`src/rtl/lsu_wb_master.sv`:
```
// rtl/lsu_wb_master.sv - load/store unit to Wishbone classic master bridge
module lsu_wb_master #(
    parameter int unsigned TIMEOUT_CYCLES = 255
) (
    input  logic        clk,
    input  logic        rst,
    input  logic        req_valid,
    output logic        req_ready,
    input  logic        req_we,
    input  logic [1:0]  req_size,
    input  logic        req_unsigned,
    input  logic [31:0] req_addr,
    input  logic [31:0] req_wdata,
    output logic        resp_valid,
    output logic [31:0] resp_rdata,
    output logic        resp_err,
    output logic        wb_cyc,
    output logic        wb_stb,
    output logic        wb_we,
    output logic [3:0]  wb_sel,
    output logic [31:0] wb_adr,
    output logic [31:0] wb_dat_o,
    input  logic [31:0] wb_dat_i,
    input  logic        wb_ack
);

    localparam logic [1:0] IDLE      = 2'd0;
    localparam logic [1:0] WRITE     = 2'd1;
    localparam logic [1:0] READ_WAIT = 2'd2;
    localparam logic [1:0] RESP      = 2'd3;

    localparam logic [15:0] TIMEOUT_LIMIT = 16'(TIMEOUT_CYCLES);

    logic [1:0]  state_q, state_d;
    logic [1:0]  size_q, size_d;
    logic        uns_q, uns_d;
    logic [15:0] cnt_q, cnt_d;
    logic        cyc_q, cyc_d;
    logic        we_q, we_d;
    logic [3:0]  sel_q, sel_d;
    logic [31:0] adr_q, adr_d;
    logic [31:0] dat_q, dat_d;
    logic        resp_valid_q, resp_valid_d;
    logic        resp_err_q, resp_err_d;
    logic [31:0] resp_rdata_q, resp_rdata_d;

    logic        misaligned;
    logic [3:0]  sel_calc;
    logic [31:0] load_ext;
    logic [15:0] cnt_next;

    // Alignment check and byte-lane select for the incoming request
    always_comb begin
        misaligned = 1'b0;
        sel_calc   = 4'b0000;
        case (req_size)
            2'b00: sel_calc = 4'b0001 << req_addr[1:0];
            2'b01: begin
                misaligned = req_addr[0];
                sel_calc   = req_addr[1] ? 4'b1100 : 4'b0011;
            end
            2'b10: begin
                misaligned = (req_addr[1:0] != 2'b00);
                sel_calc   = 4'b1111;
            end
            default: misaligned = 1'b1;
        endcase
    end

    // Sign/zero extension of the right-aligned read data
    always_comb begin
        load_ext = wb_dat_i;
        case (size_q)
            2'b00:   load_ext = {{24{~uns_q & wb_dat_i[7]}}, wb_dat_i[7:0]};
            2'b01:   load_ext = {{16{~uns_q & wb_dat_i[15]}}, wb_dat_i[15:0]};
            default: load_ext = wb_dat_i;
        endcase
    end

    assign cnt_next = cnt_q + 16'd1;

    // Next-state and registered-output computation
    always_comb begin
        state_d      = state_q;
        size_d       = size_q;
        uns_d        = uns_q;
        cnt_d        = cnt_q;
        cyc_d        = cyc_q;
        we_d         = we_q;
        sel_d        = sel_q;
        adr_d        = adr_q;
        dat_d        = dat_q;
        resp_valid_d = 1'b0;
        resp_err_d   = 1'b0;
        resp_rdata_d = 32'd0;
        case (state_q)
            IDLE: begin
                if (req_valid) begin
                    size_d = req_size;
                    uns_d  = req_unsigned;
                    cnt_d  = 16'd0;
                    if (misaligned) begin
                        state_d      = RESP;
                        resp_valid_d = 1'b1;
                        resp_err_d   = 1'b1;
                    end else begin
                        state_d = req_we ? WRITE : READ_WAIT;
                        cyc_d   = 1'b1;
                        we_d    = req_we;
                        sel_d   = sel_calc;
                        adr_d   = req_addr;
                        dat_d   = req_we ? req_wdata : 32'd0;
                    end
                end
            end
            WRITE: begin
                // Stores are posted: the single strobe cycle completes them
                state_d      = RESP;
                cyc_d        = 1'b0;
                we_d         = 1'b0;
                sel_d        = 4'd0;
                adr_d        = 32'd0;
                dat_d        = 32'd0;
                resp_valid_d = 1'b1;
            end
            READ_WAIT: begin
                if (wb_ack || (cnt_next == TIMEOUT_LIMIT)) begin
                    state_d      = RESP;
                    cyc_d        = 1'b0;
                    sel_d        = 4'd0;
                    adr_d        = 32'd0;
                    resp_valid_d = 1'b1;
                    // ack takes priority over a coincident timeout
                    resp_err_d   = ~wb_ack;
                    resp_rdata_d = wb_ack ? load_ext : 32'd0;
                end else begin
                    cnt_d = cnt_next;
                end
            end
            default: begin
                state_d = IDLE;
                cnt_d   = 16'd0;
            end
        endcase
    end

    // State and output registers with asynchronous reset
    always_ff @(posedge clk or posedge rst) begin
        if (rst) begin
            state_q      <= IDLE;
            size_q       <= 2'd0;
            uns_q        <= 1'b0;
            cnt_q        <= 16'd0;
            cyc_q        <= 1'b0;
            we_q         <= 1'b0;
            sel_q        <= 4'd0;
            adr_q        <= 32'd0;
            dat_q        <= 32'd0;
            resp_valid_q <= 1'b0;
            resp_err_q   <= 1'b0;
            resp_rdata_q <= 32'd0;
        end else begin
            state_q      <= state_d;
            size_q       <= size_d;
            uns_q        <= uns_d;
            cnt_q        <= cnt_d;
            cyc_q        <= cyc_d;
            we_q         <= we_d;
            sel_q        <= sel_d;
            adr_q        <= adr_d;
            dat_q        <= dat_d;
            resp_valid_q <= resp_valid_d;
            resp_err_q   <= resp_err_d;
            resp_rdata_q <= resp_rdata_d;
        end
    end

    assign req_ready  = (state_q == IDLE) && !rst;
    assign wb_cyc     = cyc_q;
    assign wb_stb     = cyc_q;
    assign wb_we      = we_q;
    assign wb_sel     = sel_q;
    assign wb_adr     = adr_q;
    assign wb_dat_o   = dat_q;
    assign resp_valid = resp_valid_q;
    assign resp_err   = resp_err_q;
    assign resp_rdata = resp_rdata_q;

endmodule
```
`config.mk`:
```
export PLATFORM = sky130hd
export DESIGN_NAME = lsu_wb_master
export DESIGN_NICKNAME = d
export VERILOG_FILES = /design/src/rtl/lsu_wb_master.sv
export SDC_FILE = /design/constraint.sdc
export NUM_CORES = 1
export LEC_CHECK = 0
export CORE_AREA = 2 2 147 91
export DETAILED_ROUTE_END_ITERATION = 8
export DIE_AREA = 0 0 149 93
export PLACE_DENSITY = 0.81
export SLEW_MARGIN = 0
export SYNTH_ARGS = -nofsm -noshare
export SYNTH_HDL_FRONTEND = slang
export SYNTH_SLANG_ARGS = --single-unit
```
`constraint.sdc`:
```
create_clock -name clk -period 9.3 [get_ports clk]
set_input_delay 0.93 -clock clk [delete_from_list [all_inputs] [get_ports clk]]
set_output_delay 0.93 -clock clk [all_outputs]
set_load 0.05 [all_outputs]
```
==> results.md <==
Run status:
- The run finished with clean final reports.

Yosys:
- The cell accounting for the most synthesized area is sky130_fd_sc_hd__dfrtp_1.
- The number of register bits inferred by synthesis is 125.
- The share of synthesized area in the top cell type comes to 0.5663.
- Of all flip-flops after synthesis, the portion carrying an async set or reset was 1.000.
- For this run, the register share of the synthesized area comes to 0.5663.
- Counting every net in the synthesized netlist gives 601.
- The mapped cell area is 5524 um^2.
- After technology mapping, the gate count stands at 490.
- Dividing the synthesized area by the synthesized cell count gives 11.27 um^2.
- The number of distinct standard cells referenced by the synthesized netlist is 46.
- In the synthesized netlist the dominant register cell turns out to be sky130_fd_sc_hd__dfrtp_1.
- By area the synthesized netlist is led by sky130_fd_sc_hd__dfrtp_1, sky130_fd_sc_hd__mux2_2, sky130_fd_sc_hd__a22o_1.
- Yosys printed 0 warnings.
- Yosys mapped a number of flops with a built-in enable equal to 0.

Clocking:
- The hold-fix buffer count after cts is 0.
- Clock tree synthesis inserted a total of 17 buffers.
- CTS saw 125 sinks.
- The clock-pin slew on the worst setup and hold paths is 60 ps.
- The CTS tree is yes.
- The clock latency at the later pin of the worst-skew pair is 400 ps.
- In this run the number of H-tree levels came out at 4.
- The clock passes through at most 2 buffers.
- After clock tree synthesis, the setup repair step added 0 buffers.
- The CTS root buffer is sky130_fd_sc_hd__clkbuf_16.
- The number of instances resized during post-cts repair is 0.

Timing:
- Across the routed clock network, the largest skew measured is 10.79 ps.
- The final hold violation count came to 0.
- The highest attainable clock frequency is 0.2929 GHz.
- The post-route worst setup slack is 5886 ps.
- The sum of negative setup slack is 0 ps.
- Headroom to the max-slew limit came out at 0.2073.
- Counting I/O delays and the setup requirement, the final critical path takes 3414 ps.
- The count of endpoints failing setup in the final report is 0.
- For the pin with the worst max-slew slack, the measured transition is 1185 ps.
- The max-slew violation count was 0.
- The post-route clock period utilization is 0.3671.
- Setup repair after global routing left no endpoint under its margin.

Critical path:
- For the worst setup path, the data arrival time is 3690 ps.
- STA classifies the critical path endpoint as a register.
- At the worst endpoint, the required time is 9570 ps.
- The top fanout value on the critical path is 37.
- The critical path is of the register to register type.
- The worst setup path is launched from a register.
- The number of cells on the worst reg-to-reg path is 7.

Power and ir drop:
- Of the total power, registers draw 0.275.
- The portion of total power attributed to combinational logic is 0.489.
- Cell internal power was estimated by the tool at 1.684 mW.
- The total power is 2.909 mW.
- Of the total power, the clock network draws 0.236.
- The analysis attributes to net switching a power of 1.225 mW.
- In this run the static leakage power is 3.683 nW.
- The total power density per cell area is 349.0 nW/um^2.
- Of the total power, the share spent switching nets is 0.4212.
- The largest voltage drop on the vdd net is 0.2507 mV.

Cells and area:
- Of the cells placed in the final design, the portion with a size suffix greater than 1 is 0.1168.
- The area of all placed cells without fillers is 8335 um^2.
- 0 antenna diodes ended up in the layout.
- The layout-stage area growth over the synthesis result is 50.89%.
- For this run, the share of the core covered by cells in the final layout is 0.6630.
- In the final design database the tool counted 802 nets.

Placement:
- The number of buffer cells added on primary ports is 209.
- Detailed placement finished with a half-perimeter wire length of 10440 um.
- The final RePlAce weighted congestion is 0.8835.
- After detailed placement, the total cell area comes to 7724 um^2.
- Timing analysis after detailed placement gives a worst setup slack of 5620 ps.

Global route:
- For this run, global-route usage on met3 was measured as 0.06585.
- The overall routing resource usage is 0.2096.
- The pin count of the biggest net entering global routing is 72.
- The routing usage on met1 is 0.2697.
- The via count of the first global-routing pass is 4470.
- The first global-routing pass estimated 22710 um of wire.
- The peak-usage layer in the global routing report is met2.
- The met2 usage in global routing is 0.3387.
- After global routing the overflow that remains totals 0.
- The initial antenna violation count is 0.

Worst hold path:
- The number of cells on the worst hold path is 1.
- The min-delay analysis places its worst path in the category register to register.

Floorplanning:
- For this configuration, the core starts out at a cell density of 0.4394.
- The floorplan step set the die height to 93 um.
- The number of top-level pins is 210.
- The die footprint is 13860 um^2.
- The horizontal die dimension is 149 um.
- After floorplanning, the core was sized to cover 12570 um^2.
- Row generation in the floorplan step produced 32 rows.

Route:
- The routed via count divided by cell count is 5.234.
- In the final routed layout, each cell accounts on average for 16.95 um.
- The DRC violation count after routing is 0.
- For this block, the initial DRC count from the detailed router was 233.
- The first TritonRoute pass finished after 5 iterations.
- The total vias in the final route is 4564.
- Summed over all layers, the routed wires come to 14780 um.
- The count of nets left with antenna violations once routing finished came out at 0.

Run:
- The number of max-cap violations is 0.
## sequential cells by signal, summed over array words and instances, names as in the netlist
register and cells:
wb_sel 4, cnt_q 16, wb_cyc 1, wb_we 1
uns_q 1, wb_dat_o 32, resp_err 1, wb_adr 32
resp_valid 1, size_q 2, state_q 2, resp_rdata 32
## power groups by stage
stage / registers [mW] / logic (mW) / clock network [mW]
6_report: 0.800 / 1.42 / 0.686
5_1_grt: 0.818 / 1.51 / 0.722
4_1_cts: 0.800 / 1.43 / 0.697
3_5_place_dp: 0.805 / 1.43 / 0
3_3_place_gp: 0.798 / 1.40 / 0
2_1_floorplan: 1.24 / 0.555 / 0
## cell families (layout without fill, tap and decap cells)
group,after synthesis,count (layout),share of synthesized area
AOI/OAI and AO/OA,118,118,0.1450
xor gates and xnor gates,5,5,0.007929
adders and majority gates,7,7,0.01585
buffers and inverters,62,274,0.04802
DFF,125,125,0.5663
muxes,43,43,0.08675
and+or+nand+nor,130,130,0.1302
## cell type report
type	instances	area (um^2)
fill	936	4237
sequential	125	3128
multi-input combinational	303	2142
timing repair buffer	213	2122
clock buffer	19	442.9
tap	170	212.7
clock inverter	11	168.9
inverter	31	118.9
## synthesized netlist by cell type, drive strengths merged (8+ instances only)
library cell,number
nor2,14
inv,31
nor3,8
and3,9
dfrtp,125
a21oi,34
clkbuf,24
nor2b,34
nand2,24
o21ai,26
mux2,39
nand3,12
a22o,36
## worst max-delay path, stage by stage, from the launching register on
cell and delay (ps):
sky130_fd_sc_hd__dfrtp_1 510, sky130_fd_sc_hd__nand4_1 200, sky130_fd_sc_hd__or3_1 440, sky130_fd_sc_hd__or3_1 370, sky130_fd_sc_hd__xor2_1 200, sky130_fd_sc_hd__and4_4 230, sky130_fd_sc_hd__o21ai_4 890, sky130_fd_sc_hd__mux2_2 430
## routing by layer
metal  wire, um  vias to the layer above  share of wire
li1           -                     2122              -
met1       6240                     2197           0.42
met2       7003                      232           0.47
met3       1390                       13          0.094
met4        149                        0          0.010
met5          0                        -              0
## cells in the final DEF, fill, tap and decap left out, types with 2 or more instances in the layout
cell type                         synthesis  layout
sky130_fd_sc_hd__clkinv_2                 0       2
sky130_fd_sc_hd__xor2_1                   3       3
sky130_fd_sc_hd__and2_1                   3       3
sky130_fd_sc_hd__dfrtp_1                125     125
sky130_fd_sc_hd__clkinvlp_4               0       4
sky130_fd_sc_hd__or4b_2                   2       2
sky130_fd_sc_hd__nor3b_1                  4       3
sky130_fd_sc_hd__a22o_1                  36      36
sky130_fd_sc_hd__clkdlybuf4s50_1          0     209
sky130_fd_sc_hd__mux2i_1                  4       4
sky130_fd_sc_hd__o22ai_1                  3       3
sky130_fd_sc_hd__a22oi_1                  2       2
sky130_fd_sc_hd__xnor2_1                  2       2
sky130_fd_sc_hd__or3_1                    3       3
sky130_fd_sc_hd__nand2b_1                 2       2
sky130_fd_sc_hd__ha_1                     7       7
sky130_fd_sc_hd__or2_2                    2       2
sky130_fd_sc_hd__o211ai_1                 3       3
sky130_fd_sc_hd__bufinv_16                0       4
sky130_fd_sc_hd__nor4_1                   2       2
sky130_fd_sc_hd__o21ai_0                 25      25
sky130_fd_sc_hd__clkbuf_16                0      17
sky130_fd_sc_hd__nand3_1                 12      12
sky130_fd_sc_hd__a21o_1                   3       3
sky130_fd_sc_hd__mux2_2                  39      39
sky130_fd_sc_hd__buf_4                    2       4
sky130_fd_sc_hd__nor2_1                  14      14
sky130_fd_sc_hd__nor2b_1                 34      34
sky130_fd_sc_hd__o31ai_1                  2       2
sky130_fd_sc_hd__inv_1                   31      30
sky130_fd_sc_hd__and3_1                   9       9
sky130_fd_sc_hd__nand4_1                  7       7
sky130_fd_sc_hd__nand2_1                 24      24
sky130_fd_sc_hd__a21oi_1                 34      34
sky130_fd_sc_hd__nor3_1                   8       8
## per-stage QoR
stage,hold WS (ps),instances
after global placement,463.5,842
after global routing,508.8,872
after CTS,483.7,872
final,487.5,872
after floorplan,495.2,490
after detailed placement,472.3,842
## path summary, 6_finish.rpt
check                      startpoint       endpoint  slack, ps
max in group asynchronous         rst      wb_adr[7]       6940
setup / recovery             cnt_q[3]     wb_adr[16]       5890
hold reg to reg                 wb_we          wb_we        490
setup reg to reg             cnt_q[3]     wb_adr[16]       5890
min in group asynchronous         rst  resp_rdata[6]       1000
hold / removal                  wb_we          wb_we        490
Power figures use the tool's default switching activity.
